==> src/rtl/dcache_pkg.sv <==
// dcache_pkg: shared data-cache geometry and flush-walker state encoding
package dcache_pkg;
    localparam int DEF_PABITS = 36;
    localparam int NSETS      = 64;
    localparam int IDXW       = 6;
    localparam int OFFW       = 4;
    typedef enum logic [2:0] {
        S_IDLE,
        S_READ,
        S_CHECK,
        S_WB,
        S_UPDATE,
        S_DONE
    } state_t;
endpackage

==> src/rtl/dcache_flush_walker.sv <==
// dcache_flush_walker: walks all sets, writes back dirty lines and optionally invalidates
module dcache_flush_walker
    import dcache_pkg::*;
#(
    parameter int PABITS = DEF_PABITS
) (
    input  logic                          clock,
    input  logic                          reset,
    input  logic                          Flush_Req,
    input  logic                          Flush_Invalidate,
    output logic                          Flush_Busy,
    output logic                          Flush_Done,
    output logic [6:0]                    Flush_Count,
    output logic [IDXW-1:0]               Tag_Index,
    output logic                          Tag_Write,
    output logic                          Tag_Valid,
    output logic                          Tag_Dirty,
    output logic [PABITS-IDXW-OFFW-1:0]   Tag_Set,
    input  logic [PABITS-IDXW-OFFW-1:0]   Tag_MatchTag,
    input  logic                          Tag_MatchValid,
    input  logic                          Tag_MatchDirty,
    output logic                          WB_Req,
    output logic [PABITS-OFFW-1:0]        WB_Addr,
    input  logic                          WB_Ready
);
    localparam int TW = PABITS - IDXW - OFFW;
    state_t          state, next;
    logic [IDXW-1:0] idx;
    logic [TW-1:0]   tag_q;
    logic            inv_q;
    logic            adv;
    logic            last;
    assign last = idx == IDXW'(NSETS - 1);
    // State register plus walk index, latched tag/invalidate flag and writeback count
    always_ff @(posedge clock) begin
        if (reset) begin
            state       <= S_IDLE;
            idx         <= '0;
            tag_q       <= '0;
            inv_q       <= 1'b0;
            Flush_Count <= '0;
        end else begin
            state <= next;
            if (state == S_IDLE) idx <= '0;
            else if (adv) idx <= idx + 1'b1;
            if (state == S_IDLE && Flush_Req) begin
                inv_q       <= Flush_Invalidate;
                Flush_Count <= '0;
            end
            if (state == S_CHECK) tag_q <= Tag_MatchTag;
            if (state == S_WB && WB_Ready) Flush_Count <= Flush_Count + 7'd1;
        end
    end
    // Next-state and Moore outputs; RAM read data is consumed in CHECK, one cycle after READ
    always_comb begin
        next       = state;
        adv        = 1'b0;
        Tag_Index  = idx;
        Tag_Write  = 1'b0;
        Tag_Valid  = 1'b0;
        Tag_Dirty  = 1'b0;
        Tag_Set    = '0;
        WB_Req     = 1'b0;
        WB_Addr    = '0;
        Flush_Busy = state != S_IDLE;
        Flush_Done = state == S_DONE;
        case (state)
            S_IDLE:  next = Flush_Req ? S_READ : S_IDLE;
            S_READ:  next = S_CHECK;
            S_CHECK: begin
                if (Tag_MatchValid && Tag_MatchDirty) next = S_WB;
                else if (Tag_MatchValid && inv_q) next = S_UPDATE;
                else if (last) next = S_DONE;
                else begin
                    next = S_READ;
                    adv  = 1'b1;
                end
            end
            S_WB: begin
                WB_Req  = 1'b1;
                WB_Addr = {tag_q, idx};
                next    = WB_Ready ? S_UPDATE : S_WB;
            end
            S_UPDATE: begin
                Tag_Write = 1'b1;
                Tag_Set   = tag_q;
                Tag_Valid = ~inv_q;
                next      = last ? S_DONE : S_READ;
                adv       = ~last;
            end
            S_DONE:  next = S_IDLE;
            default: next = S_IDLE;
        endcase
    end
endmodule

==> config.mk <==
export PLATFORM = sky130hd
export DESIGN_NAME = dcache_flush_walker
export DESIGN_NICKNAME = d
export VERILOG_FILES = /design/src/rtl/dcache_pkg.sv /design/src/rtl/dcache_flush_walker.sv
export SDC_FILE = /design/constraint.sdc
export NUM_CORES = 1
export LEC_CHECK = 0
export CAP_MARGIN = 20
export CELL_PAD_IN_SITES_DETAIL_PLACEMENT = 2
export CELL_PAD_IN_SITES_GLOBAL_PLACEMENT = 2
export CORE_UTILIZATION = 21
export CTS_CLUSTER_DIAMETER = 120
export DETAILED_ROUTE_END_ITERATION = 10
export GPL_TIMING_DRIVEN = 0
export HOLD_SLACK_MARGIN = 0.06
export PLACE_DENSITY = 0.85
export SYNTH_ARGS = -nofsm -noshare
export SYNTH_HDL_FRONTEND = slang
export SYNTH_SLANG_ARGS = --single-unit
==> constraint.sdc <==
create_clock -name clock -period 2 [get_ports clock]
set_input_delay 0.2 -clock clock [delete_from_list [all_inputs] [get_ports clock]]
set_output_delay 0.2 -clock clock [all_outputs]
set_load 0.02 [all_outputs]
== After elaboration in Yosys (flattened, before gate mapping) ==
Index checks and enable logic that the tools add are counted.
Word-level totals
  register bits: 43
  input bits: 33
  logic and storage cells: 40
Cells by class
  reduce and logical (&&, ||, !) cells: 8
  add/sub/neg operators: 2
  mux-type cells: 17
  bitwise operators: 2
  eq/ne operators: 6
Operator list (count)
  $mux W32: 1
  $mux W26: 1
  $pmux W3 S5: 1
  $mux W7: 2
  $mux W3: 4
  $add A7 B1 Y7 const B: 1
  $mux W1: 7
  $add A6 B1 Y6 const B: 1
  $eq A3 B2 Y1 const B: 2
  $eq A3 B3 Y1 const B: 2
  $eq A6 B6 Y1 const B: 1
  $logic_and A1 B1 Y1: 4
  $eq A3 B1 Y1 const B: 1
  $logic_not A3 Y1: 1
  $reduce_bool A3 Y1: 1
  $not A1 Y1: 2
  $pmux W1 S2: 1
  $reduce_bool A2 Y1: 1
  $reduce_or A2 Y1: 1

== Longest topological paths before layout ==
  word-level depth: 5
  gate-level depth with buffers: 6
  depth with buffers taken out: 5

== Least setup slack after synthesis ==
No wires, ideal clock.
  path type: reg-to-output
  from: register state[1]
  to: output Tag_Valid
  cell stages (with the launch flop): 5
  arrival: 1.458 ns
  data required time: 1.800 ns
  path buffers: 1
  slack: 0.342 ns
  path through: dfxtp_1 buf_4 nor2_1 and2_1 nor2b_1
Between the ends
  cells in the longest elaborated chain, start to end: 2
Ends and longest elaborated chain
  from (decl): line dcache_flush_walker.sv:27  | state_t state, next;
  from (signal assigned): line dcache_flush_walker.sv:43  | state <= next;
  $eq A3 B3 Y1: line dcache_flush_walker.sv:67  | case (state)
  $mux W1: line dcache_flush_walker.sv:67
  to (decl): line dcache_flush_walker.sv:16  | output logic Tag_Valid,
Every way passes these cells.

== Final worst setup path ==
  from: register state[1]
  to: output WB_Addr[2]
Between the ends
  cells in the longest elaborated chain, start to end: 2
Ends and longest elaborated chain
  $eq A3 B2 Y1: line dcache_flush_walker.sv:67
  $mux W32: line dcache_flush_walker.sv:67
  to (decl): line dcache_flush_walker.sv:23  | output logic [PABITS-OFFW-1:0] WB_Addr,
Every way passes these cells.

==> results.ini <==
[status]
outcome=completed

[synth]
yosys.area_share.simple_pct=38.1
synthXorXnorAreaFrac_pct=1.50
yosys_warnings=0
synth-seq-cells=43
synthArstFlopShare_pct=0
post_synth_mux_area_share_pct=0.946
synth_top_family_by_area=simple AND/OR/NAND/NOR gates
ys.flop_type=dfxtp_1
synth_fp_nets=334
ys_seq_area_share_pct=38.3
synth_edf_count=0
synth_compound_area_share_pct=14.5
netlist.area_leader.share_pct=38.3
synth_cell_types=42
synthAdderAreaFrac_pct=1.11
avgSynthCellArea_um2=7.52
synth_area_um2=2250
syn_inst=299
synth_commonest_cells=nand2_1 (59), and3_1 (58), dfxtp_1 (43)
yosysMostFrequentCell=nand2_1
yosys-top-cells-area=dfxtp_1 (38%), and3_1 (16%), nand2_1 (9.8%), a21oi_1 (8.0%), clkbuf_1 (3.0%)
synth.largest_area_cell=dfxtp_1

[finish]
final_nets=453
areaGrowthSynthToFinish_pct=60.5
antennaDiodeCount=0
fin_util_pct=34.8
layout.cell_area.non_filler_um2=3610
drive_above_1_share_pct=19.4
stdcell_count=554
nFillCells=1206

[routing]
antenna_left=0
first_pass_iters=4
num_vias=2652
route.detailed.drc=0
drt_iter0_markers=69
wl_um=9480
via_per_inst=4.79
wl_per_cell_um=17.1

[power]
powerDensity_nw_per_um2=508
peakVddDrop_mv=0.231
p_leak_nw=1.60

[placement]
dp_hpwl_um=7270
finalWeightedCongestion=0.750
dp_cells=543
portBuffers=108
place_area_um2=3500

[clocking]
path_clk_slew_ps=90
clk_latency_ps=290
cts_tree=built
postCtsHoldBufs=0
clock-sinks=43
clk_path_buf_depth=2
root_buffer=clkbuf_8
htree_levels=2
cts_buffers=5

[timing]
period_share_pct=96.6
timing.setup.tns_ps=0
worst-slew-pin-transition_ps=542
holdWs_ps=455
clock.fmax_ghz=0.518
finalHoldViolCount=0
slew_violations=0
slew-limit-headroom_pct=63.9
period_needed_ps=1930
skew_ps=7.48
setup_viol=0

[global_route]
track_usage_pct=17.4
grt_pass1_vias=2873
antenna_found_initial=0
grt_max_degree=13
grt_first_pass_wirelength_um=15400
grt_overflow=0

[worst_setup_path]
startpoint_type=flop
worstSetupPathType=flop to output pin
cp_data_arrival_time_ps=1730
cp_max_fo=10
end_kind=output pin
rrSetupSlack_ps=290
crit_required_ps=1800

[floorplanning]
num_io_pins=110
coreArea_um2=10400
initial_utilization_pct=21.7
die_y_um=105
dieArea_um2=11100
row_count=37
die_width_um=105

[run]
maxCapViolCount=0

[worst_hold_path]
hp-class=primary input to flop

[area by class of cell]
| type | instances | area (um2) | share of cell area, % |
|---|---|---|---|
| inverter | 3 | 11.3 | 0.312 |
| timing repair buffer | 112 | 1020 | 28.4 |
| multi-input combinational | 228 | 1290 | 35.7 |
| buffer | 25 | 161 | 4.47 |
| tap | 136 | 170 | 4.72 |
| sequential | 43 | 865 | 24.0 |
| clock inverter | 1 | 5.00 | 0.139 |
| clock buffer | 6 | 82.6 | 2.29 |
[metal layers]
layer  up-vias  track usage (%)  wire length [um]
met3         9             3.22               394
met2        67             31.5              4740
li1       1276                -                 -
met1      1300             21.2              4240
met5         -                0                 0
met4         0             3.62               112
[repair_timing]
action / CTS / global route
gates resized for setup: 143 / 43
setup buffers: 4 / 0
pin swaps: 1 / 0
hold endpoints to repair: 0 / 0
endpoints found under the setup margin: 63 / 37
cloned: 0 / 0
[kinds of logic (layout without fill, tap and decap cells)]
family	count (synthesis)	after routing
simple gates	167	167
mux	2	2
xor+xnor	3	3
buf+inv	28	147
compound gates	53	53
fa+ha+maj	2	2
other cells	1	1
flops	43	43
[cell usage in the layout, fill, tap and decap left out, types with 5 or more instances in the layout]
cell type / synthesis / routed
dfxtp_1: 43 / 42
buf_4: 3 / 7
nand3_1: 9 / 9
and3_1: 58 / 58
clkdlybuf4s15_2: 0 / 19
a21oi_1: 36 / 36
buf_2: 4 / 6
clkbuf_2: 0 / 21
clkbuf_4: 0 / 5
clkdlybuf4s50_1: 0 / 46
clkbuf_8: 0 / 8
nand2_1: 59 / 59
dlygate4sd2_1: 0 / 12
clkdlybuf4s15_1: 0 / 12
clkbuf_1: 18 / 6
nor2_1: 15 / 13
[critical path: stages (launching register included)]
cell and delay, ps:
dfxtp_4 380, buf_6 150, nor2b_4 170, buf_4 130, clkbuf_4 170, and3_1 170
clkdlybuf4s15_2 250
[state kept, by name, summed over array words and instances (netlist names)]
register,flops
inv_q,1
Flush_Count,7
tag_q,26
Tag_Index,6
state,3
[final timing paths]
kind / endpoint / cells after the start / start
worst max-delay path: WB_Addr[2] / 6 / state[1]
worst min-delay path: tag_q[12] / 3 / Tag_MatchTag[12]
worst max register to register: tag_q[20] / 6 / state[2]
worst min register to register: tag_q[2] / 2 / tag_q[2]
[report_power, final]
part / internal (W) / switching, W / leakage (nW)
clock: 0.000272 / 0.000314 / 0.0470
combinational: 0.000146 / 0.000192 / 1.21
sequential: 0.000884 / 0.0000245 / 0.349
total: 0.00130 / 0.000530 / 1.60
[through the flow]
| step | worst slack, ps | power [W] |
|---|---|---|
| after global routing | -4.74 | 0.00192 |
| final | 68.7 | 0.00183 |
| after global placement | -507 | 0.00122 |
| after floorplan | 342 | 0.00107 |
| after CTS | -50.7 | 0.00185 |
| after detailed placement | -542 | 0.00124 |
No activity file was read; power rests on OpenSTA's default activity.
